File: config.mk
export PLATFORM = sky130hd
export DESIGN_NAME = voice_envelope
export DESIGN_NICKNAME = d
export VERILOG_FILES = /design/src/rtl/voice_envelope.sv
export SDC_FILE = /design/constraint.sdc
export NUM_CORES = 2
export LEC_CHECK = 0
export BUFFER_PORTS_ARGS = -buffer_cell sky130_fd_sc_hd__buf_2
export CAP_MARGIN = 20
export CORE_AREA = 4 4 386 388
export CTS_CLUSTER_SIZE = 40
export DETAILED_ROUTE_END_ITERATION = 7
export DIE_AREA = 0 0 390 392
export SLEW_MARGIN = 20
export SYNTH_ARGS = -nofsm -noshare
export SYNTH_HDL_FRONTEND = slang
export SYNTH_SLANG_ARGS = --single-unit
File: constraint.sdc
create_clock -name clk -period 76.9 [get_ports clk]
set_clock_uncertainty 0.2 [all_clocks]
set_input_delay 15.38 -clock clk [delete_from_list [all_inputs] [get_ports clk]]
set_output_delay 15.38 -clock clk [all_outputs]
set_load 0.005 [all_outputs]
File: src/rtl/voice_envelope.sv
// voice_envelope: per-voice ADSR envelope, time-multiplexed one voice per clk during a tick-triggered scan.
// Levels, peaks and volumes are Q12.20 (1<<20 = full scale); a volume <= 0 is gate off.
module voice_envelope #(
  parameter int VOICES       = 8,
  parameter int ATTACK_STEP  = 1 << 18,
  parameter int DECAY_STEP   = 1 << 16,
  parameter int SUSTAIN_FRAC = 128,
  parameter int RELEASE_STEP = 1 << 17
) (
  input  logic                     clk,
  input  logic                     reset,
  input  logic                     tick_ce,
  input  logic [VOICES-1:0][31:0]  frequencies,
  input  logic [VOICES-1:0][31:0]  voice_volumes,
  output logic [VOICES-1:0][31:0]  env_levels,
  output logic [VOICES-1:0]        active,
  output logic                     busy,
  output logic                     overrun
);

  localparam int IW = (VOICES > 1) ? $clog2(VOICES) : 1;
  localparam logic [IW-1:0] LAST_IDX = IW'(VOICES - 1);
  localparam logic signed [32:0] ATK = 33'(ATTACK_STEP);
  localparam logic signed [32:0] DEC = 33'(DECAY_STEP);
  localparam logic signed [32:0] REL = 33'(RELEASE_STEP);

  typedef enum logic [2:0] {
    S_IDLE,
    S_ATTACK,
    S_DECAY,
    S_SUSTAIN,
    S_RELEASE
  } env_state_t;

  env_state_t       state     [VOICES];
  logic [31:0]      peak      [VOICES];
  logic [31:0]      last_freq [VOICES];
  logic [IW-1:0]    idx;

  env_state_t       cur_state;
  env_state_t       eff_state;
  env_state_t       next_state;
  logic [31:0]      cur_level;
  logic [31:0]      cur_peak;
  logic [31:0]      cur_vol;
  logic [31:0]      cur_freq;
  logic [31:0]      eff_peak;
  logic [31:0]      next_level;
  logic             gate;
  logic             freq_chg;
  logic [63:0]      sustain_prod;
  logic signed [32:0] sustain;
  logic signed [32:0] level_ext;
  logic signed [32:0] peak_ext;
  logic signed [32:0] up_sum;
  logic signed [32:0] decay_sum;
  logic signed [32:0] release_sum;

  // Scan sequencer: a tick while idle starts a VOICES-clk scan; a tick while busy is dropped.
  always_ff @(posedge clk or posedge reset) begin
    if (reset) begin
      busy    <= 1'b0;
      idx     <= '0;
      overrun <= 1'b0;
    end else begin
      overrun <= tick_ce && busy;
      if (busy) begin
        if (idx == LAST_IDX) begin
          busy <= 1'b0;
          idx  <= '0;
        end else begin
          idx <= idx + IW'(1);
        end
      end else if (tick_ce) begin
        busy <= 1'b1;
        idx  <= '0;
      end
    end
  end

  // Entry transitions resolve first so the new state's step lands on the same scan.
  always_comb begin
    cur_state = state[idx];
    cur_level = env_levels[idx];
    cur_peak  = peak[idx];
    cur_vol   = voice_volumes[idx];
    cur_freq  = frequencies[idx];
    gate      = $signed(cur_vol) > 32'sd0;
    freq_chg  = cur_freq != last_freq[idx];

    eff_state = cur_state;
    eff_peak  = cur_peak;
    case (cur_state)
      S_IDLE, S_RELEASE: begin
        if (gate) begin
          eff_state = S_ATTACK;
          eff_peak  = cur_vol;
        end
      end
      default: begin
        if (!gate) begin
          eff_state = S_RELEASE;
        end else if (freq_chg) begin
          eff_state = S_ATTACK;
          eff_peak  = cur_vol;
        end
      end
    endcase

    sustain_prod = 64'(eff_peak) * 64'(SUSTAIN_FRAC);
    sustain      = 33'(sustain_prod >> 8);
    level_ext    = $signed({1'b0, cur_level});
    peak_ext     = $signed({1'b0, eff_peak});
    up_sum       = level_ext + ATK;
    decay_sum    = level_ext - DEC;
    release_sum  = level_ext - REL;

    next_state = eff_state;
    next_level = cur_level;
    case (eff_state)
      S_ATTACK: begin
        if (up_sum >= peak_ext) begin
          next_level = eff_peak;
          next_state = S_DECAY;
        end else begin
          next_level = up_sum[31:0];
        end
      end
      S_DECAY: begin
        if (decay_sum <= sustain) begin
          next_level = sustain[31:0];
          next_state = S_SUSTAIN;
        end else begin
          next_level = decay_sum[31:0];
        end
      end
      S_RELEASE: begin
        if (release_sum <= 33'sd0) begin
          next_level = '0;
          next_state = S_IDLE;
        end else begin
          next_level = release_sum[31:0];
        end
      end
      default: begin
        next_level = cur_level;
      end
    endcase
  end

  // Only the voice under the scan index is written; all others hold.
  always_ff @(posedge clk or posedge reset) begin
    if (reset) begin
      for (int v = 0; v < VOICES; v++) begin
        state[v]      <= S_IDLE;
        peak[v]       <= '0;
        last_freq[v]  <= '0;
        env_levels[v] <= '0;
      end
    end else if (busy) begin
      state[idx]      <= next_state;
      peak[idx]       <= eff_peak;
      last_freq[idx]  <= cur_freq;
      env_levels[idx] <= next_level;
    end
  end

  always_comb begin
    active = '0;
    for (int v = 0; v < VOICES; v++) begin
      active[v] = state[v] != S_IDLE;
    end
  end

endmodule

Word level (Yosys, flattened, before mapping). Index checks and enable logic that the tools add are counted.

Register bits: 797. Input port bits: 515. Logic and storage cells: 115.

Add/subtract/negate cells: 4. $lt $le $gt $ge: 8. Equality and inequality tests: 6. Multiplexer cells: 47. Bitwise logic cells: 1. Reduce and logical (&&, ||, !) cells: 14.

Operator list (count): 256-bit bitwise mux (3); 32-bit two-way mux (16); 32-bit binary-select mux with 3-bit select (5); 32-bit demux with 3-bit select (2); 32-bit one-hot mux with 3 select lines (1); 3-bit two-way mux (13); 32-bit by 19-bit adder with 33-bit output (second input constant) (1); 33-bit >= comparator (1); 33-bit by 1-bit less-or-equal comparator with 1-bit output (second input constant) (1); 33-bit by 32-bit less-or-equal comparator with 1-bit output (1); 32-bit by 17-bit subtractor with 33-bit output (second input constant) (1); 32-bit by 18-bit subtractor with 33-bit output (second input constant) (1); 32-bit by 1-bit > comparator with 1-bit output (second input constant) (1); 32-bit != test (1); 24-bit bitwise mux (1); 3-bit nonzero test (8); 3-bit binary-select mux with 3-bit select (1); 3-bit demux with 3-bit select (1); 3-bit equality test (second input constant) (3); 3-bit one-hot mux with 3 select lines (1); 4-bit >= comparator (second input constant) (1); 3-bit by 4-bit less-than comparator with 1-bit output (second input constant) (1); 4-bit by 1-bit less-than comparator with 1-bit output (second input constant) (1); 3-bit inverter with 4-bit output (1); 9 further kinds (13).

Longest topological paths before layout.
Depth in word-level cells: 12. Gate-level depth with buffers: 40. Gate-level depth less buffers: 25.

Worst setup path before layout. No wires, ideal clock.

Path kind: input-to-reg. Start point: in frequencies[127] in the netlist's numbering. End point: reg env_levels[99] in the netlist's numbering. Library setup time: 137 ps. Data arrival time: 21435 ps. Setup slack: 55128 ps. Stages on the path: 28. Path through: mux2i_1 o22ai_1 or4_1 a211oi_1 a31oi_1 or4_1 or4_1 buf_2 nand2_1 clkbuf_1 nor2_1 a21oi_1 clkbuf_1 ha_1 a21o_1 a21o_1 a21oi_1 o21ai_0 a21oi_1 nor2b_1 or4b_1 a41o_1 o21ba_4 buf_8 a211o_4 buf_6 a21oi_2 a21oi_1.

Cells in the longest elaborated chain, start to end: 10. Elaborated cells between the ends (all ways): 18. Those cells by class: 2 x order compare; 4 x eq/ne; 12 x mux.

RTL lines: start: declaration (RTL line 13) `input logic [VOICES-1:0][31:0] frequencies,`; 32-bit binary-select mux with 3-bit select * (RTL line 87) `cur_freq = frequencies[idx];`; 32-bit two-way mux (implied by the code) * (RTL line 87); 32-bit != test * (RTL line 89) `freq_chg = cur_freq != last_freq[idx];`; 32-bit two-way mux (RTL line 103) `end else if (freq_chg) begin`; 32-bit two-way mux (RTL line 101) `if (!gate) begin`; 32-bit two-way mux (RTL line 93) `case (cur_state)`; 33-bit by 32-bit less-or-equal comparator with 1-bit output / 33-bit >= comparator (equally long branches) (RTL line 130, 122); 32-bit two-way mux (on tied branches) (RTL line 130, 122); 32-bit one-hot mux with 3 select lines * (RTL line 120) `case (eff_state)`; 256-bit bitwise mux * (RTL line 164) `env_levels[idx] <= next_level;`; end signal: indexed assignment (RTL line 164); end: declaration (RTL line 15) `output logic [VOICES-1:0][31:0] env_levels,`.

Every way passes the cells marked *; elsewhere a longest branch is shown, timed or not. The select of a mux whose other input is x is not followed. A chain may end at the register's enable or synchronous reset.

Final worst setup path.
Start point: in voice_volumes[181] in the netlist's numbering. End point: reg env_levels[254] in the netlist's numbering.

Cells in the longest elaborated chain, start to end: 9. Elaborated cells between the ends (all ways): 19. Those cells by class: 3 x order compare; 3 x eq/ne; 13 x mux.

RTL lines: start: declaration (RTL line 14) `input logic [VOICES-1:0][31:0] voice_volumes,`; 32-bit binary-select mux with 3-bit select * (RTL line 86) `cur_vol = voice_volumes[idx];`; 32-bit two-way mux (implied by the code) * (RTL line 86); 32-bit by 1-bit > comparator with 1-bit output / 32-bit two-way mux (equally long branches) (RTL line 88, 103); 32-bit two-way mux (on tied branches) (RTL line 101, 95); 32-bit two-way mux (RTL line 93); 33-bit by 32-bit less-or-equal comparator with 1-bit output / 33-bit >= comparator (equally long branches) (RTL line 130, 122); 32-bit two-way mux (on tied branches) (RTL line 130, 122); 32-bit one-hot mux with 3 select lines * (RTL line 120); 256-bit bitwise mux * (RTL line 164).

Marked as above.

==> results.toml <==
[drt]
wl_per_cell_um = 27.1
via_count = 39100
drc = 0
drtAntennaViolNets = 0
drtPass1Iterations = 5
vias_per_cell = 5.49
initialDrtViolationCount = 3835
finalWirelength_um = 193000

[grt]
antenna_found_initial = 31
grt_pass1_wl_um = 272000
grt_start_max_net_pins = 191
overflow = 0
grt_usage_pct = 24.3
grt_pass1_vias = 37200

[critical_path]
arrival_ns = 24.03
crit_type = "input pin to flop"
reg2reg_slack_ns = 65.76
crit_start = "voice_volumes[181]"
crit_path_start_kind = "input pin"
reg2reg_from = "idx[1]"
r2r_cells = 28
crit_path_end_kind = "flop"
r2r_end = "env_levels[254]"
worstPathRequired_ns = 77.21
worst-path-max-fanout = 31

[clocking]
cts_resized = 0
cts_sinks = 797
cts_root_buffer = "clkbuf_16"
cts_hold_buf = 0
htreeDepth = 3
postCtsSetupBuffers = 0
clkTransAtPathRegs_ns = 0.06
clockBufferDepth = 3
insertion_delay_ns = 0.71
cts_buffers = 87
cts_tree = "done"

[synthesis]
synth_top_area_share_pct = 45.8
synth_cells = 4500
yosysMostFrequentCell = "dfrtp_1"
synth_seq_cells = 797
synthFlopType = "dfrtp_1"
ys_top_cells_by_area = "dfrtp_1 46%, o21ai_0 6.7%, mux4_2 6.6%"
synth_area_per_cell_sq_um = 9.67
ys.warnings.count = 0
synth_enable_flop_cells = 0
synthTopCellsByCount = "797 x dfrtp_1, 730 x nand2_1, 586 x o21ai_0, 377 x nor2_1, 286 x a21oi_1"
seq_area_frac_synth_pct = 45.8
ys_async_sr_fraction_pct = 100
yosysUniqueCellTypes = 94
syn_area_sq_um = 43500
syn_nets = 5084
synth_top_area_cell = "dfrtp_1"

[floorplan]
initial_utilization_pct = 29.9
die_y_um = 392
core_sq_um = 145000
core.rowCount = 140
die_w_um = 390
io_pins = 781
die-area_sq_um = 153000

[layout]
synthToLayoutAreaGrowth_pct = 20.6
n_fill_cell = 14800
multi_input_area_sq_um = 21900
layout-drive-gt1-share_pct = 26.4
layout.nets = 5705
regArea_sq_um = 20000

[sta]
fmax_ghz = 0.0422
setup_viol = 0
setup_tns_ns = 0
maxSlewHeadroom_pct = 15.1
holdWs_ns = 0.276
post-route-period-util_pct = 30.8
hold_violations = 0
min_period_ns = 23.72
tightest_slew_ns = 1.27
slew_viol_final = 0
grt_setup_unrepaired = "no"

[placed_design]
post-dp-hpwl_um = 139000
port_buffers = 780
finalWeightedCongestion = 0.937

[min_path]
hold_class = "flop to flop"
hold_depth = 2
holdPathEnd = "peak[61]"
worstHoldStart = "peak[61]"

[flow_run]
drv_cap = 0

[outcome]
status = "completed"
==> registers in the layout, indices dropped and copies added (netlist names) <==
register and count:
state 24, last_freq 256, overrun 1, env_levels 256, idx 3, peak 256
busy 1
==> layer usage <==
| layer | vias to the layer above | routed length (um) | GRT usage, % |
|---|---|---|---|
| met4 | 14 | 9900 | 11.5 |
| li1 | 17400 | - | - |
| met5 | - | 90 | 0 |
| met1 | 19500 | 75600 | 30.4 |
| met3 | 392 | 16200 | 5.31 |
| met2 | 1841 | 91500 | 40.0 |
==> final cells by class <==
| type | count | share of cell area [%] |
|---|---|---|
| timing repair buffer | 914 | 9.65 |
| sequential | 797 | 38.0 |
| clock buffer | 119 | 4.73 |
| multi-input combinational | 3275 | 41.7 |
| tap | 1917 | 4.57 |
| inverter | 46 | 0.353 |
| antenna | 17 | 0.0811 |
| clock inverter | 36 | 0.892 |
==> cell families (layout without fill, tap and decap cells) <==
kind of cell / Yosys count / count (layout) / share of synthesized area (%)
compound gates: 1337 / 1337 / 18.5
simple gates: 1304 / 1304 / 12.5
flops: 797 / 797 / 45.8
mux: 469 / 469 / 14.8
buf+inv: 428 / 1115 / 4.52
xor+xnor: 95 / 95 / 1.91
fa+ha+maj: 70 / 70 / 2.01
other cells: 0 / 17 / 0
==> worst max-delay path, cell delays in order <==
cell	delay (ns)
buf_2	0.09
mux2i_1	0.79
a211oi_1	0.25
a221oi_1	0.54
buf_2	0.28
nand4_1	0.12
nor4_1	0.64
and2_1	0.24
a21o_1	0.30
nor2_2	0.07
buf_4	0.29
o21ai_0	0.81
buf_4	0.30
ha_1	0.19
nand4_1	0.09
nor4_1	0.76
nand4_1	0.25
a41oi_1	0.25
nand3_1	0.13
a2111oi_0	0.33
or4b_1	0.21
o21ba_4	0.33
mux2i_1	0.19
a221oi_2	0.89
o21ai_0	0.23
==> stage by stage <==
stage	worst slack, ns	utilization [%]	instances	cell area [sq um]
after floorplan	38.94	-	4500	43500
after global placement	52.40	33.9	6940	49300
after detailed placement	52.61	33.9	6944	49300
after CTS	53.34	36.0	7099	52300
after global routing	52.88	36.1	7116	52400
final	53.18	36.1	7121	52500
==> layout by cell type, fill, tap and decap left out, drive strengths merged, types with 13 or more instances in the layout <==
| cell type | count |
|---|---|
| o31ai | 27 |
| nor2 | 378 |
| diode | 17 |
| a21oi | 302 |
| mux2 | 83 |
| o21ai | 616 |
| mux2i | 258 |
| mux4 | 128 |
| clkinv | 23 |
| a21o | 29 |
| xnor2 | 55 |
| and2 | 17 |
| buf | 914 |
| a221oi | 23 |
| a311oi | 13 |
| and3 | 15 |
| or3 | 16 |
| o22ai | 53 |
| ha | 69 |
| a211oi | 30 |
| xor2 | 40 |
| o2bb2ai | 18 |
| o221ai | 33 |
| nand4 | 24 |
| inv | 51 |
| clkbuf | 119 |
| nand3 | 35 |
| nor2b | 17 |
| a31oi | 58 |
| a22oi | 48 |
| dfrtp | 797 |
| nand2 | 730 |
==> worst max path at each step <==
stage / cells past startpoint / endpoint
floorplan: 1 / busy
global placement: 26 / env_levels[242]
detailed placement: 25 / env_levels[233]
CTS: 25 / env_levels[242]
global route: 25 / env_levels[82]
finish: 25 / env_levels[254]
Power is not shown: default switching activity piles up to over one toggle a cycle in this logic, so the estimate is an artifact.
